## src/rtl/vm_pkg.sv

```systemverilog
// Shared types for the page fault handler: FSM state encoding, default widths
// and the resident-page FIFO entry layout.
package vm_pkg;

  localparam int PFH_VPN_BITS   = 8;
  localparam int PFH_FRAME_BITS = 8;

  typedef enum logic [2:0] {
    IDLE       = 3'd0,
    ALLOC      = 3'd1,
    EVICT_INV  = 3'd2,
    EVICT_FREE = 3'd3,
    MAP        = 3'd4,
    DONE       = 3'd5
  } pfh_state_t;

  typedef struct packed {
    logic [PFH_VPN_BITS-1:0]   vpn;
    logic [PFH_FRAME_BITS-1:0] frame;
  } resident_entry_t;

endpackage

```

## src/rtl/resident_fifo.sv

```systemverilog
// Synchronous FIFO of resident pages in install order; head is the oldest
// entry and is valid combinationally. Pushes while full are dropped.
module resident_fifo #(
  parameter int WIDTH = 16,
  parameter int DEPTH = 256
) (
  input  logic             clk,
  input  logic             rst_n,
  input  logic             push,
  input  logic [WIDTH-1:0] push_data,
  input  logic             pop,
  output logic             full,
  output logic             empty,
  output logic [WIDTH-1:0] head
);

  localparam int AW = (DEPTH > 1) ? $clog2(DEPTH) : 1;

  logic [WIDTH-1:0] mem [DEPTH];
  logic [AW-1:0]    wr_ptr;
  logic [AW-1:0]    rd_ptr;
  logic [AW:0]      count;
  logic             do_push;
  logic             do_pop;

  assign full    = (count == (AW+1)'(DEPTH));
  assign empty   = (count == '0);
  assign head    = mem[rd_ptr];
  assign do_push = push && !full;
  assign do_pop  = pop && !empty;

  always_ff @(posedge clk) begin
    if (do_push) mem[wr_ptr] <= push_data;
  end

  always_ff @(posedge clk) begin
    if (!rst_n) begin
      wr_ptr <= '0;
      rd_ptr <= '0;
      count  <= '0;
    end else begin
      if (do_push) wr_ptr <= (wr_ptr == AW'(DEPTH-1)) ? '0 : wr_ptr + 1'b1;
      if (do_pop)  rd_ptr <= (rd_ptr == AW'(DEPTH-1)) ? '0 : rd_ptr + 1'b1;
      case ({do_push, do_pop})
        2'b10:   count <= count + 1'b1;
        2'b01:   count <= count - 1'b1;
        default: count <= count;
      endcase
    end
  end

endmodule

```

## src/rtl/page_fault_handler.sv

```systemverilog
// Services MMU page faults: allocates a frame, evicting the oldest resident
// page (FIFO order) when the allocator is exhausted. Optional PFH_STATS_EN adds counters.
module page_fault_handler
  import vm_pkg::*;
#(
  parameter int VPN_BITS   = PFH_VPN_BITS,
  parameter int FRAME_BITS = PFH_FRAME_BITS,
  parameter int NUM_FRAMES = 256
) (
  input  logic                  clk,
  input  logic                  rst_n,
  input  logic                  fault_valid,
  output logic                  fault_ready,
  input  logic [VPN_BITS-1:0]   fault_vpn,
  output logic                  alloc_req,
  input  logic                  alloc_valid,
  input  logic [FRAME_BITS-1:0] alloc_frame,
  output logic                  dealloc_req,
  output logic [FRAME_BITS-1:0] dealloc_frame,
  input  logic                  dealloc_valid,
  output logic                  pte_wr_en,
  output logic [VPN_BITS-1:0]   pte_wr_vpn,
  output logic [FRAME_BITS-1:0] pte_wr_frame,
  output logic                  pte_wr_present,
  output logic                  done_valid,
  output logic [VPN_BITS-1:0]   done_vpn,
  output logic [FRAME_BITS-1:0] done_frame,
  output logic                  done_evicted,
  output logic                  done_err
`ifdef PFH_STATS_EN
  ,
  output logic [31:0]           stat_faults,
  output logic [31:0]           stat_evictions,
  output logic [31:0]           stat_errors
`endif
);

  localparam int EW = VPN_BITS + FRAME_BITS;

  pfh_state_t state_q, state_d;
  logic [VPN_BITS-1:0]   vpn_q;
  logic [FRAME_BITS-1:0] frame_q;
  logic [VPN_BITS-1:0]   victim_vpn_q;
  logic [FRAME_BITS-1:0] victim_frame_q;
  logic                  evicted_q;
  logic                  err_q;
  logic                  fifo_push;
  logic                  fifo_pop;
  logic                  fifo_full;
  logic                  fifo_empty;
  logic [EW-1:0]         fifo_head;

  // A release of an already-free frame is harmless, so the ack is not acted on.
  logic unused_dealloc_valid;
  assign unused_dealloc_valid = dealloc_valid;

  resident_fifo #(.WIDTH(EW), .DEPTH(NUM_FRAMES)) u_fifo (
    .clk       (clk),
    .rst_n     (rst_n),
    .push      (fifo_push),
    .push_data ({vpn_q, frame_q}),
    .pop       (fifo_pop),
    .full      (fifo_full),
    .empty     (fifo_empty),
    .head      (fifo_head)
  );

  assign fifo_push = (state_q == MAP) && !fifo_full;
  assign fifo_pop  = (state_q == EVICT_FREE);

  always_ff @(posedge clk) begin
    if (!rst_n) state_q <= IDLE;
    else        state_q <= state_d;
  end

  always_comb begin
    state_d = state_q;
    case (state_q)
      IDLE:       if (fault_valid) state_d = ALLOC;
      ALLOC: begin
        if (alloc_valid)      state_d = MAP;
        else if (!fifo_empty) state_d = EVICT_INV;
        else                  state_d = DONE;
      end
      EVICT_INV:  state_d = EVICT_FREE;
      EVICT_FREE: state_d = ALLOC;
      MAP:        state_d = DONE;
      DONE:       state_d = IDLE;
      default:    state_d = IDLE;
    endcase
  end

  always_comb begin
    fault_ready    = 1'b0;
    alloc_req      = 1'b0;
    dealloc_req    = 1'b0;
    dealloc_frame  = '0;
    pte_wr_en      = 1'b0;
    pte_wr_vpn     = '0;
    pte_wr_frame   = '0;
    pte_wr_present = 1'b0;
    done_valid     = 1'b0;
    done_vpn       = '0;
    done_frame     = '0;
    done_evicted   = 1'b0;
    done_err       = 1'b0;
    case (state_q)
      IDLE:  fault_ready = 1'b1;
      ALLOC: alloc_req   = 1'b1;
      EVICT_INV: begin
        pte_wr_en    = 1'b1;
        pte_wr_vpn   = victim_vpn_q;
        pte_wr_frame = victim_frame_q;
      end
      EVICT_FREE: begin
        dealloc_req   = 1'b1;
        dealloc_frame = victim_frame_q;
      end
      MAP: begin
        pte_wr_en      = 1'b1;
        pte_wr_vpn     = vpn_q;
        pte_wr_frame   = frame_q;
        pte_wr_present = 1'b1;
      end
      DONE: begin
        done_valid   = 1'b1;
        done_vpn     = vpn_q;
        done_frame   = err_q ? '0 : frame_q;
        done_evicted = evicted_q;
        done_err     = err_q;
      end
      default: ;
    endcase
  end

  // Datapath captures carry no reset; they are always written before use.
  always_ff @(posedge clk) begin
    if (state_q == IDLE && fault_valid) vpn_q <= fault_vpn;
    if (state_q == ALLOC && alloc_valid) frame_q <= alloc_frame;
    if (state_q == ALLOC && !alloc_valid && !fifo_empty) begin
      victim_vpn_q   <= fifo_head[EW-1:FRAME_BITS];
      victim_frame_q <= fifo_head[FRAME_BITS-1:0];
    end
  end

  always_ff @(posedge clk) begin
    if (!rst_n) begin
      evicted_q <= 1'b0;
      err_q     <= 1'b0;
    end else begin
      if (state_q == IDLE && fault_valid) begin
        evicted_q <= 1'b0;
        err_q     <= 1'b0;
      end
      if (state_q == EVICT_FREE) evicted_q <= 1'b1;
      if (state_q == ALLOC && !alloc_valid && fifo_empty) err_q <= 1'b1;
    end
  end

`ifdef PFH_STATS_EN
  function automatic logic [31:0] sat_inc(input logic [31:0] v);
    return (&v) ? v : v + 32'd1;
  endfunction

  always_ff @(posedge clk) begin
    if (!rst_n) begin
      stat_faults    <= '0;
      stat_evictions <= '0;
      stat_errors    <= '0;
    end else begin
      if (state_q == DONE)          stat_faults    <= sat_inc(stat_faults);
      if (state_q == EVICT_FREE)    stat_evictions <= sat_inc(stat_evictions);
      if (state_q == DONE && err_q) stat_errors    <= sat_inc(stat_errors);
    end
  end
`endif

endmodule

```

## config.mk

```make
export PLATFORM = sky130hd
export DESIGN_NAME = page_fault_handler
export DESIGN_NICKNAME = d
export VERILOG_FILES = /design/src/rtl/vm_pkg.sv /design/src/rtl/resident_fifo.sv /design/src/rtl/page_fault_handler.sv
export SDC_FILE = /design/constraint.sdc
export NUM_CORES = 2
export LEC_CHECK = 0
export CAP_MARGIN = 20
export CELL_PAD_IN_SITES_DETAIL_PLACEMENT = 1
export CELL_PAD_IN_SITES_GLOBAL_PLACEMENT = 1
export CORE_AREA = 4 4 602 604
export CTS_CLUSTER_SIZE = 10
export DETAILED_ROUTE_END_ITERATION = 8
export DIE_AREA = 0 0 606 608
export PLACE_DENSITY = 0.64
export SKIP_LAST_GASP = 1
export SLEW_MARGIN = 20
export SYNTH_ARGS = -nofsm -noshare
export SYNTH_HDL_FRONTEND = slang
export SYNTH_SLANG_ARGS = --single-unit
export TNS_END_PERCENT = 5
```

## constraint.sdc

```tcl
create_clock -name clk -period 15 [get_ports clk]
set_clock_uncertainty 0.1 [all_clocks]
set_input_delay 4.5 -clock clk [delete_from_list [all_inputs] [get_ports clk]]
set_output_delay 4.5 -clock clk [all_outputs]
set_load 0.02 [all_outputs]
```

==> run metrics <==
Final setup viols 0; IO buf count 67; CTS tree done; met1 usage 35.6%; status finished clean; Num CTS Buffers 462; most common flop cell mapped by yosys edfxtp_1; sequential power share 55.4%; CP max stage cell clkdlybuf4s50_1; Hold-fix buffers, CTS 0; Hold Crit Class register to register; Max clock buf depth 4; Clock power frac 43.0%; NetSw 4.68 mW; crit path cell chain nor3b_2, buf_4, a22o_1, clkdlybuf4s50_1; Pwr Total 23.2 mW; worst hold slack 391 ps; VDD IR-drop max 102 uV; final period utilization 55.2%; Max H-tree Level 5; Starting Density 44.8%; Setup crit start kind register; overall routing resource usage 26.5%; area delta synth->final 13.1%; synthesized cell area 160000 sq um; GRT Max-Usage Layer met2; Die X 606 um; drt via density 6.40; worst-path fanout max 19; First-pass DRT Iterations 5; DRT Wirelength 495 mm; Yosys warning count 0; switch share 20.2%; max cap viols 0; Yosys cell types 77; Slew @ Worst Pin 1250 ps; worst path arrival time 3680 ps; clk_lat worst skew 1020 ps; Iter 0 DRT Violations 11164; GR Overflow Total 0; Top-Level Pins 69; power density over cell area 128 nW/um^2; Worst-path clk slew 60 ps; most frequent cells in the layout edfxtp_1 (4128), mux4_2 (938), clkbuf_16 (469); Pint 18.5 mW; CTS resizes 0; Die Span Y 608 um; Final #Nets 7925; Async SR Flop Fraction 0%; routability cong. 0.857; crit end category output pin; minimum clock period 8280 ps; CTS root buffer clkbuf_16; Worst Path Required 10400 ps; Avg WL per Cell 38.6 um; Final Hold Viols 0; GR Util met3 5.75%; vias in the first global route 84100; die area 368000 sq um; Residual DRC 0; Max Clock Freq 121 MHz; syn_area_per_cell 21.8 sq um; DP HPWL 295 mm; Top Family by Delay on Critical Path buffers and inverters; largest net degree at the start of global routing 202; final setup TNS 0 ps; Setup CP Type register to output pin; number of flops mapped to enable cells by yosys 4128; Post-CTS Setup Bufs 0; share of cells above drive strength 1 25.6%; routed vias 82071; Core ar. 358000 sq um; max incr delay on CP 730 ps; max-slew violation count 0; worst path bufs/invs 2; CTS Sinks 4158; Leakage Power 54.4 nW; unrepaired setup endpoints after global routing no; synthesis-stage register bit count 4158; syn nets 7392; Gate power share 1.5%; initial antenna violation count 29; Gate Count Post-Synth 7362; antenna-violating nets left 0; std cell rows 220; most common cell after layout, fill and taps aside edfxtp_1; Max-slew headroom 15.9%; first-pass GRT wire length 684 mm; met2 usage 41.3%; register area share after synthesis 77.7%; fill count 31071
[metal layers]
metal | vias to the layer above | wire length (um)
met3 | 954 | 44500
met1 | 44804 | 188000
li1 | 32042 | -
met4 | 8 | 27200
met5 | - | 47
met2 | 4263 | 235000
[stage by stage]
stage / cell area, sq um / setup WS, ps / util [%] / std cells
global route: 181000 / 6670 / 50.7 / 12791
floorplan: 160000 / 6520 / - / 7362
detailed placement: 168000 / 7800 / 47.1 / 12201
global placement: 168000 / 7850 / 47.1 / 12192
finish: 181000 / 6720 / 50.7 / 12814
CTS: 181000 / 6700 / 50.6 / 12787
[kinds of logic after synthesis]
family | share of synthesized area (%)
multiplexers | 15.1
adder cells (fa/ha/maj) | 0.0703
flip-flops | 77.7
AO/OA/AOI/OAI | 3.50
AND/OR/NAND/NOR | 1.93
buffers and inverters | 1.61
XOR/XNOR | 0.0929
[registers in the layout, summed over array words and instances (netlist names)]
register	cells
evicted_q	1
victim_vpn_q	8
u_fifo.wr_ptr	8
err_q	1
victim_frame_q	8
vpn_q	8
u_fifo.mem	4096
u_fifo.count	9
state_q	3
frame_q	8
u_fifo.rd_ptr	8
[path summary, 6_finish.rpt]
path | startpoint | cells past startpoint | endpoint | slack [ps]
worst min register to register | u_fifo.count[8]$_SDFFE_PN0P_ | 2 | u_fifo.count[8]$_SDFFE_PN0P_ | 390
worst max-delay path | state_q[2]$_SDFFE_PN0P_ | 4 | pte_wr_vpn[3] | 6720
worst min-delay path | u_fifo.count[8]$_SDFFE_PN0P_ | 2 | u_fifo.count[8]$_SDFFE_PN0P_ | 390
worst max register to register | u_fifo.rd_ptr[0]$_SDFFE_PN0P_ | 9 | victim_frame_q[6]$_DFFE_PP_ | 8880
[final cells by class]
class | instances | area, sq um | share of cell area (%)
antenna | 24 | 60.1 | 0.0331
clock inverter | 37 | 557 | 0.307
sequential | 4158 | 125000 | 68.8
timing repair buffer | 512 | 4230 | 2.34
multi-input combinational | 2748 | 33700 | 18.6
clock buffer | 549 | 12000 | 6.65
tap | 4773 | 5970 | 3.30
inverter | 13 | 58.8 | 0.0325
[power groups by stage]
| stage | Clock, mW | Combinational, mW | Sequential [mW] |
|---|---|---|---|
| 2_1_floorplan | 0 | 0.0343 | 13.2 |
| 3_3_place_gp | 0 | 0.328 | 13.1 |
| 3_5_place_dp | 0 | 0.354 | 13.1 |
| 4_1_cts | 10.1 | 0.353 | 12.8 |
| 5_1_grt | 10.6 | 0.369 | 12.8 |
| 6_report | 9.97 | 0.352 | 12.9 |
[worst reg2reg max path, stage by stage (launching register included)]
cell	delay, ps
dfxtp_4	890
buf_4	600
buf_4	690
buf_4	670
mux4_2	600
a22o_1	310
a221oi_1	600
o22ai_1	240
nor3_1	790
o32ai_1	310
[Yosys cell counts, types with 6 or more instances]
cell	count	area (sq um)
a221oi_1	102	893
a211oi_1	30	225
xnor2_1	11	96.3
nor4_1	7	43.8
a2111oi_0	8	70.1
xor2_1	6	52.6
edfxtp_1	4128	124000
and2_1	35	219
buf_6	53	597
o22ai_1	39	244
a21oi_1	158	791
buf_1	30	113
buf_8	12	180
a22o_1	49	429
o211ai_1	9	67.6
inv_1	11	41.3
and3_1	15	93.8
mux2i_1	287	2870
dfxtp_1	30	601
o21ai_0	94	470
a31oi_1	24	150
mux4_2	938	21100
a32o_1	7	70.1
a22oi_1	150	1130
a222oi_1	6	60.1
nor2_1	323	1210
a21o_1	9	67.6
nand4_1	7	43.8
buf_2	123	616
a211o_1	7	61.3
o32ai_1	9	78.8
o221ai_1	30	263
nand3_1	69	345
a311oi_1	10	87.6
clkbuf_1	182	683
a21boi_0	6	45.0
o21a_1	7	52.6
ha_1	9	113
nand2_1	149	559
nor3_1	20	100
nor2b_1	26	163
nand2b_1	13	81.3
buf_4	42	315
Note: power is estimated with default switching activity, not from simulation.
